## src/rtl/single_in_to_x_out.sv

```systemverilog
// Serial-to-parallel deserializer: gathers a qualified 1-bit stream into NUM_OUTS-bit
// words and hands each finished word out through a one-deep valid/ready register.
module single_in_to_x_out #(
  parameter int NUM_OUTS  = 8,
  parameter int LSB_FIRST = 1
) (
  input  logic                clk,
  input  logic                rst,
  input  logic                in,
  input  logic                in_valid,
  input  logic                sync,
  output logic [NUM_OUTS-1:0] out,
  output logic                out_valid,
  input  logic                out_ready,
  output logic                overrun,
  output logic                misalign
);

  localparam int IDX_W = $clog2(NUM_OUTS);
  localparam logic [IDX_W-1:0] LAST_IDX = IDX_W'(NUM_OUTS - 1);

  typedef enum logic {EMPTY, FULL} state_t;

  // Map the arrival index of a bit to its position in the assembled word.
  function automatic logic [IDX_W-1:0] bit_pos(input logic [IDX_W-1:0] idx);
    if (LSB_FIRST != 0) bit_pos = idx;
    else                bit_pos = LAST_IDX - idx;
  endfunction

  logic [IDX_W-1:0]    bit_idx_q, bit_idx_d;
  logic [IDX_W-1:0]    eff_idx, pos;
  logic [NUM_OUTS-1:0] shift_q, shift_d;
  logic [NUM_OUTS-1:0] out_q, out_d;
  state_t              state_q, state_d;
  logic                overrun_q, overrun_d;
  logic                misalign_q, misalign_d;
  logic                word_done;

  // Stage p0: bit capture and word-index tracking
  always_comb begin
    eff_idx    = sync ? '0 : bit_idx_q;
    pos        = bit_pos(eff_idx);
    shift_d    = shift_q;
    if (in_valid) shift_d[pos] = in;
    // A sync bit always restarts at index 0, so with NUM_OUTS >= 2 it can never finish a word.
    word_done  = in_valid && !sync && (bit_idx_q == LAST_IDX);
    bit_idx_d  = bit_idx_q;
    if (sync)
      bit_idx_d = in_valid ? IDX_W'(1) : '0;
    else if (in_valid)
      bit_idx_d = (bit_idx_q == LAST_IDX) ? '0 : bit_idx_q + IDX_W'(1);
    misalign_d = misalign_q | (sync && (bit_idx_q != '0));
  end

  // Stage p1: one-deep output register and its handshake state
  always_comb begin
    state_d   = state_q;
    out_d     = out_q;
    overrun_d = overrun_q;
    if (word_done) out_d = shift_d;
    case (state_q)
      EMPTY: if (word_done) state_d = FULL;
      FULL: begin
        if (word_done) begin
          state_d = FULL;
          if (!out_ready) overrun_d = 1'b1;
        end else if (out_ready) begin
          state_d = EMPTY;
        end
      end
      default: state_d = EMPTY;
    endcase
  end

  always_ff @(posedge clk) begin
    if (rst) begin
      bit_idx_q  <= '0;
      shift_q    <= '0;
      out_q      <= '0;
      state_q    <= EMPTY;
      overrun_q  <= 1'b0;
      misalign_q <= 1'b0;
    end else begin
      bit_idx_q  <= bit_idx_d;
      shift_q    <= shift_d;
      out_q      <= out_d;
      state_q    <= state_d;
      overrun_q  <= overrun_d;
      misalign_q <= misalign_d;
    end
  end

  assign out       = out_q;
  assign out_valid = (state_q == FULL);
  assign overrun   = overrun_q;
  assign misalign  = misalign_q;

endmodule
```

## config.mk

```make
export PLATFORM = sky130hd
export DESIGN_NAME = single_in_to_x_out
export DESIGN_NICKNAME = d
export VERILOG_FILES = /design/src/rtl/single_in_to_x_out.sv
export SDC_FILE = /design/constraint.sdc
export NUM_CORES = 1
export LEC_CHECK = 0
export ABC_AREA = 0
export BUFFER_PORTS_ARGS = -buffer_cell sky130_fd_sc_hd__buf_2
export CAP_MARGIN = 20
export CORE_MARGIN = 2
export CORE_UTILIZATION = 30
export CTS_CLUSTER_SIZE = 24
export DETAILED_ROUTE_END_ITERATION = 16
export PLACE_DENSITY = 0.53
export REMOVE_ABC_BUFFERS = 1
export SLEW_MARGIN = 20
export SYNTH_ARGS = -nofsm -noshare
export SYNTH_HDL_FRONTEND = slang
export SYNTH_SLANG_ARGS = --single-unit
export TNS_END_PERCENT = 10
```

## constraint.sdc

```tcl
create_clock -name clk -period 1.56 [get_ports clk]
set_input_delay 0.078 -clock clk [delete_from_list [all_inputs] [get_ports clk]]
set_output_delay 0.078 -clock clk [all_outputs]
set_load 0.01 [all_outputs]
```

==> results of run 1 <==
[cells in the mapped netlist]
master | number | share of area [%]
inv_1 | 2 | 0.70
nor2_1 | 9 | 3.2
a21oi_1 | 10 | 4.7
nand3_1 | 5 | 2.3
nor3b_2 | 1 | 1.2
clkbuf_1 | 3 | 1.1
and3b_2 | 1 | 0.94
and2b_1 | 1 | 0.70
nand2b_1 | 6 | 3.5
o21bai_1 | 4 | 2.8
ha_1 | 3 | 3.5
nand4_1 | 2 | 1.2
o21ba_2 | 1 | 0.94
buf_2 | 1 | 0.47
o21ai_2 | 3 | 2.5
buf_4 | 2 | 1.4
buf_6 | 3 | 3.2
a211oi_1 | 5 | 3.5
nor3_1 | 7 | 3.3
or3b_4 | 1 | 1.1
o31ai_1 | 1 | 0.70
nor4_1 | 3 | 1.8
mux2i_1 | 4 | 3.7
or3_1 | 1 | 0.59
dfxtp_1 | 22 | 41
nand3b_4 | 1 | 1.9
nand3b_1 | 1 | 0.70
a311oi_1 | 4 | 3.3
nor2b_1 | 1 | 0.59
nand2_1 | 1 | 0.35
o21ai_0 | 5 | 2.3
and3b_1 | 1 | 0.82
[critical path: stages, from the launching register on]
cell,delay (ns)
dfxtp_1,0.35
ha_1,0.16
ha_2,0.19
and3b_2,0.34
nor2_1,0.06
a311oi_1,0.24
[per-stage QoR]
stage / hold slack [ns] / instances / instance area, sq um / total power [W] / setup slack, ns
CTS: 0.02852 / 175 / 1216 / 0.001111 / 0.07945
finish: 0.03662 / 175 / 1220 / 0.001094 / 0.1328
global placement: 0.3733 / 171 / 1164 / 0.0006669 / 0.1921
detailed placement: 0.3807 / 171 / 1164 / 0.0006678 / 0.1066
floorplan: 0.1471 / 106 / 1003 / 0.0006274 / 0.0001046
global route: 0.04165 / 175 / 1220 / 0.001150 / 0.01511
[placed cells by master, fill, tap and decap left out, types with 2 or more instances in the layout]
master    Yosys  routed
a211oi_1      5       5
a21oi_1      10      10
a311oi_1      4       4
buf_2         1      16
buf_4         2       3
clkbuf_4      0       3
dfxtp_1      22      21
ha_1          3       2
inv_1         2       2
mux2i_1       4       4
nand2b_1      6       6
nand3_1       5       5
nand4_1       2       2
nor2_1        9       9
nor3_1        7       7
nor4_1        3       3
o21ai_0       5       5
o21ai_2       3       3
o21bai_1      4       4
[metal layers]
| layer | global-route usage [%] | wire length (um) | up-vias |
|---|---|---|---|
| li1 | - | - | 449 |
| met1 | 15.38 | 1089 | 385 |
| met2 | 16.45 | 919 | 18 |
| met3 | 4.286 | 106 | 2 |
| met4 | 3.261 | 23 | 0 |
| met5 | 0 | 0 | - |
[path summary, 6_finish.rpt]
path	slack [ns]	start	cells after the start	endpoint
worst max-delay path	0.13	bit_idx_q[0]$_SDFFE_PP0P_	5	out[3]$_SDFFE_PP0P_
worst min-delay path	0.04	out_ready	3	out_valid$_SDFF_PP0_
worst max register to register	0.13	bit_idx_q[0]$_SDFFE_PP0P_	5	out[3]$_SDFFE_PP0P_
worst min register to register	0.47	shift_q[1]$_SDFF_PP0_	2	shift_q[1]$_SDFF_PP0_
[registers in the layout, summed over array words and instances (netlist names)]
name       count
shift_q        8
out_valid      1
overrun        1
out            8
misalign       1
bit_idx_q      3
[final cells by class]
class                           instances  area (sq um)
Inverter                                2         7.507
Clock inverter                          1         30.03
Multi-Input combinational cell         82         558.0
Sequential cell                        22         441.7
Fill cell                             376          2170
Timing Repair Buffer                   19         102.6
Clock buffer                            3         22.52
Tap cell                               46         57.56
[cell families after synthesis]
kind of cell,synth area share (%)
and+or+nand+nor,24.01
DFF,41.22
AOI/OAI and AO/OA,20.73
adders and majority gates,3.513
muxes,3.747
buffers and inverters,6.791
[power groups by stage]
| stage | sequential, W | clock, W | combinational (W) |
|---|---|---|---|
| 2_1_floorplan | 0.000590 | 0 | 0.0000376 |
| 3_3_place_gp | 0.000584 | 0 | 0.0000831 |
| 3_5_place_dp | 0.000584 | 0 | 0.0000837 |
| 4_1_cts | 0.000572 | 0.000456 | 0.0000839 |
| 5_1_grt | 0.000573 | 0.000485 | 0.0000921 |
| 6_report | 0.000571 | 0.000439 | 0.0000828 |
[repair_timing]
item,in CTS,in global routing
setup buffers,0,0
setup endpoints to repair,0,3
resized for setup,0,2
==> results.cfg, run 1 <==
[detailed_routing]
vias = 854
drt_iter0_drc = 54
routed_wl_um = 2139
viasPerCell = 4.880
route.detailed.drc = 0
routedWlPerCell_um = 12.22
ant_nets = 0
firstDrtPassIters = 4

[worst_setup_path]
crit_type = reg2reg
end_kind = flip-flop
critPathMaxFanout = 12
start_kind = flip-flop
critPathArrivalTime_ns = 1.66
worstPathRequired_ns = 1.79

[cells_and_area]
area_delta_synth_final_pct = 14.17
fin_util_pct = 35.99
antenna_cells = 0
drive_gt1_share_pct = 25.58
final_nets = 139

[yosys]
synthDistinctLibCells = 32
synth_cells = 115
yosys_warnings = 0
netlist_area_sq_mm = 0.001069
syn_area_per_cell_sq_um = 9.292
synth-seq-cells = 22
seq_area_frac_synth_pct = 41.22

[pwr]
leakage_nw = 0.4945
p_per_area_mw_per_mm2 = 896.5
pwr-share-seq_pct = 52.2
power_frac_comb_pct = 7.6
pwr-share-clk_pct = 40.2
vdd_drop_max_uv = 555.0
p_int_w = 0.0008600
p_sw_share_pct = 21.37
p_sw_w = 0.0002337

[global_route]
grt_pass1_wl_um = 3560
grt_remaining_overflow = 0
antenna_found_initial = 0
grt_pass1_vias = 761
grt_use_total_pct = 11.27
grt_max_degree = 24

[sta]
finalHoldViolations = 0
finalCriticalPeriod_ns = 1.427
finalMaxSlewViolations = 0
max_freq_ghz = 0.7007
setup_viol = 0
tightest_slew_ns = 0.3984
setup_tns_ns = 0
post-route-period-util_pct = 91.49
finClkSkew_ns = 0.006254
slew_headroom_pct = 73.44
rsz0062_at_grt = false

[placed_design]
port-buffer-count = 16
gp_congestion = 0.7499
hpwl_um = 1433

[floorplanning]
core_sq_mm = 0.003390
initial_core_util_pct = 31.52
dieArea_sq_mm = 0.004055
die_w_um = 63.68
chipHeight_um = 63.68
io_pins = 17
fp-row-count = 21

[clock_tree]
path_clk_slew_ns = 0.13
clock-sinks = 22
tritoncts = done
cts_root_buffer = clkbuf_4
numCtsBuffers = 3
clk_latency_ns = 0.31
hold_buffers = 0
htree_levels = 1
cts_max_path_buffers = 2

[job]
max_cap_violations = 0

[worst_hold_path]
hold_class = in2reg

[run_status]
status = completed
No activity file was read; power rests on OpenSTA's default activity.
==> inputs of run 2 (changes only) <==
--- a/config.mk
+++ b/config.mk
@@ -12,7 +12,7 @@
 export CORE_UTILIZATION = 30
 export CTS_CLUSTER_SIZE = 24
 export DETAILED_ROUTE_END_ITERATION = 16
-export PLACE_DENSITY = 0.53
+export PLACE_DENSITY = 0.54
 export REMOVE_ABC_BUFFERS = 1
 export SLEW_MARGIN = 20
 export SYNTH_ARGS = -nofsm -noshare
==> constraint.sdc (replaced) <==
create_clock -name clk -period 1.3 [get_ports clk]
set_input_delay 0.065 -clock clk [delete_from_list [all_inputs] [get_ports clk]]
set_output_delay 0.065 -clock clk [all_outputs]
set_load 0.01 [all_outputs]
==> run 2 against run 1 <==
  * Register-to-register slack worse by 0.12 ns
  * Hold slack better by 0.0023 ns
  * Global-route usage up 2.7 points
  * Sequential share of layout area down 2.6 points
==> results.cfg, run 2 (synthesis gave the netlist of run 1 again) <==
[run_status]
status = completed

[pwr]
p_per_area_mw_per_mm2 = 889.5
leakage_nw = 0.5482
vdd_drop_max_uv = 638.8

[sta]
finalCriticalPeriod_ns = 1.291
max_freq_ghz = 0.7745
finClkSkew_ns = 0.004500
tightest_slew_ns = 0.4044
slew_headroom_pct = 73.04
hold_slack_ns = 0.03888
setup_tns_ns = 0
finalMaxSlewViolations = 0
rsz0062_at_grt = true
setup_viol = 0
post-route-period-util_pct = 99.32
finalHoldViolations = 0

[detailed_routing]
viasPerCell = 5.228
drt_iter0_drc = 32
routed_wl_um = 2539
routedWlPerCell_um = 14.11
vias = 941
firstDrtPassIters = 4
route.detailed.drc = 0
ant_nets = 0

[job]
max_cap_violations = 0

[floorplanning]
die_w_um = 63.68
chipHeight_um = 63.68
fp-row-count = 21
initial_core_util_pct = 31.52
core_sq_mm = 0.003390
io_pins = 17
dieArea_sq_mm = 0.004055

[placed_design]
dp.cells = 173
hpwl_um = 1498
port-buffer-count = 16
gp_congestion = 0.7414

[cells_and_area]
area_delta_synth_final_pct = 24.47
final_cell_mix = 19 x dfxtp_1, 16 x buf_2, 10 x a21oi_1, 9 x nor2_1
finalNonFillerCells = 180
antenna_cells = 0
layout_commonest_cell = dfxtp_1
final_nets = 144
drive_gt1_share_pct = 36.57
fillCellCount = 348

[worst_hold_path]
hold_class = in2reg

[worst_setup_path]
worstPathRequired_ns = 1.52
start_kind = flip-flop
critPathArrivalTime_ns = 1.51
r2r_cells = 4
reg2reg_to = out[7]$_SDFFE_PP0P_
rrSetupSlack_ns = 0.009
end_kind = flip-flop
worstSetupStartpoint = bit_idx_q[2]$_SDFFE_PP0P_
cp-endpoint = out[7]$_SDFFE_PP0P_
crit-reg2reg-launch = bit_idx_q[2]$_SDFFE_PP0P_
critPathMaxFanout = 8
crit_type = reg2reg

[clock_tree]
tritoncts = done
hold_buffers = 0
htree_levels = 1
clock-sinks = 22
cts_max_path_buffers = 2
numCtsBuffers = 3
path_clk_slew_ns = 0.12
cts_root_buffer = clkbuf_4
clk_latency_ns = 0.32

[global_route]
grt_pass1_wl_um = 4416
grt_use_total_pct = 13.93
grt_remaining_overflow = 0
grt_max_degree = 24
antenna_found_initial = 0
grt_pass1_vias = 936
==> run 2: what timing repair did <==
action	in CTS	in global routing
resized for setup	16	4
pin swaps	5	9
gates cloned	2	0
buffers inserted	0	1
endpoints found under the setup margin	9	16
endpoints found under the hold margin	0	0
==> run 2: layout make-up <==
type	instances	area (sq um)	share of cell area, %
multi-input cells	84	653.1	49.11
flip-flops and latches	22	446.7	33.58
repair buffers	22	128.9	9.690
well taps	46	57.56	4.327
clock buffers	4	36.28	2.728
inverters	2	7.507	0.5644
==> run 2: through the flow <==
step	util, %	worst slack, ns	power [W]	cell area (sq um)
final	39.24	0.008843	0.001183	1330
after CTS	38.43	-0.01753	0.001198	1303
after detailed placement	34.77	-0.09625	0.0008004	1179
after global routing	39.24	-0.06197	0.001240	1330
after floorplan	-	-0.2599	0.0007528	1003
after global placement	34.77	-0.04825	0.0007993	1179
==> run 2: metal layers <==
metal  part of all wire (%)  global-route usage [%]  wire length (um)
met1                     45                   17.36              1133
met2                     52                   22.76              1319
met3                    3.4                   4.107                86
met4                      0                   4.891                 0
met5                      0                       0                 0
==> run 2: worst max-delay path, cell delays in order, from the launching register on <==
cell,delay (ns)
dfxtp_4,0.38
buf_4,0.15
and3b_2,0.29
a311oi_2,0.29
nor3_1,0.08
==> run 2: power breakdown <==
part | internal (W) | switching [W]
Clock | 0.000171 | 0.000214
Combinational | 0.0000431 | 0.0000686
Sequential | 0.000680 | 0.00000511
Total | 0.000895 | 0.000288
==> run 2: worst min path at each step <==
| stage | from | end | slack [ns] | cells past startpoint |
|---|---|---|---|---|
| 6_report | out_ready | out_valid$_SDFF_PP0_ | 0.04 | 3 |
| 5_1_grt | out_ready | out_valid$_SDFF_PP0_ | 0.07 | 3 |
| 4_1_cts | out_ready | out_valid$_SDFF_PP0_ | 0.03 | 3 |
| 3_5_place_dp | out_ready | out_valid$_SDFF_PP0_ | 0.38 | 3 |
| 3_3_place_gp | out_ready | out_valid$_SDFF_PP0_ | 0.36 | 3 |
| 2_1_floorplan | rst | bit_idx_q[0]$_SDFFE_PP0P_ | 0.13 | 1 |
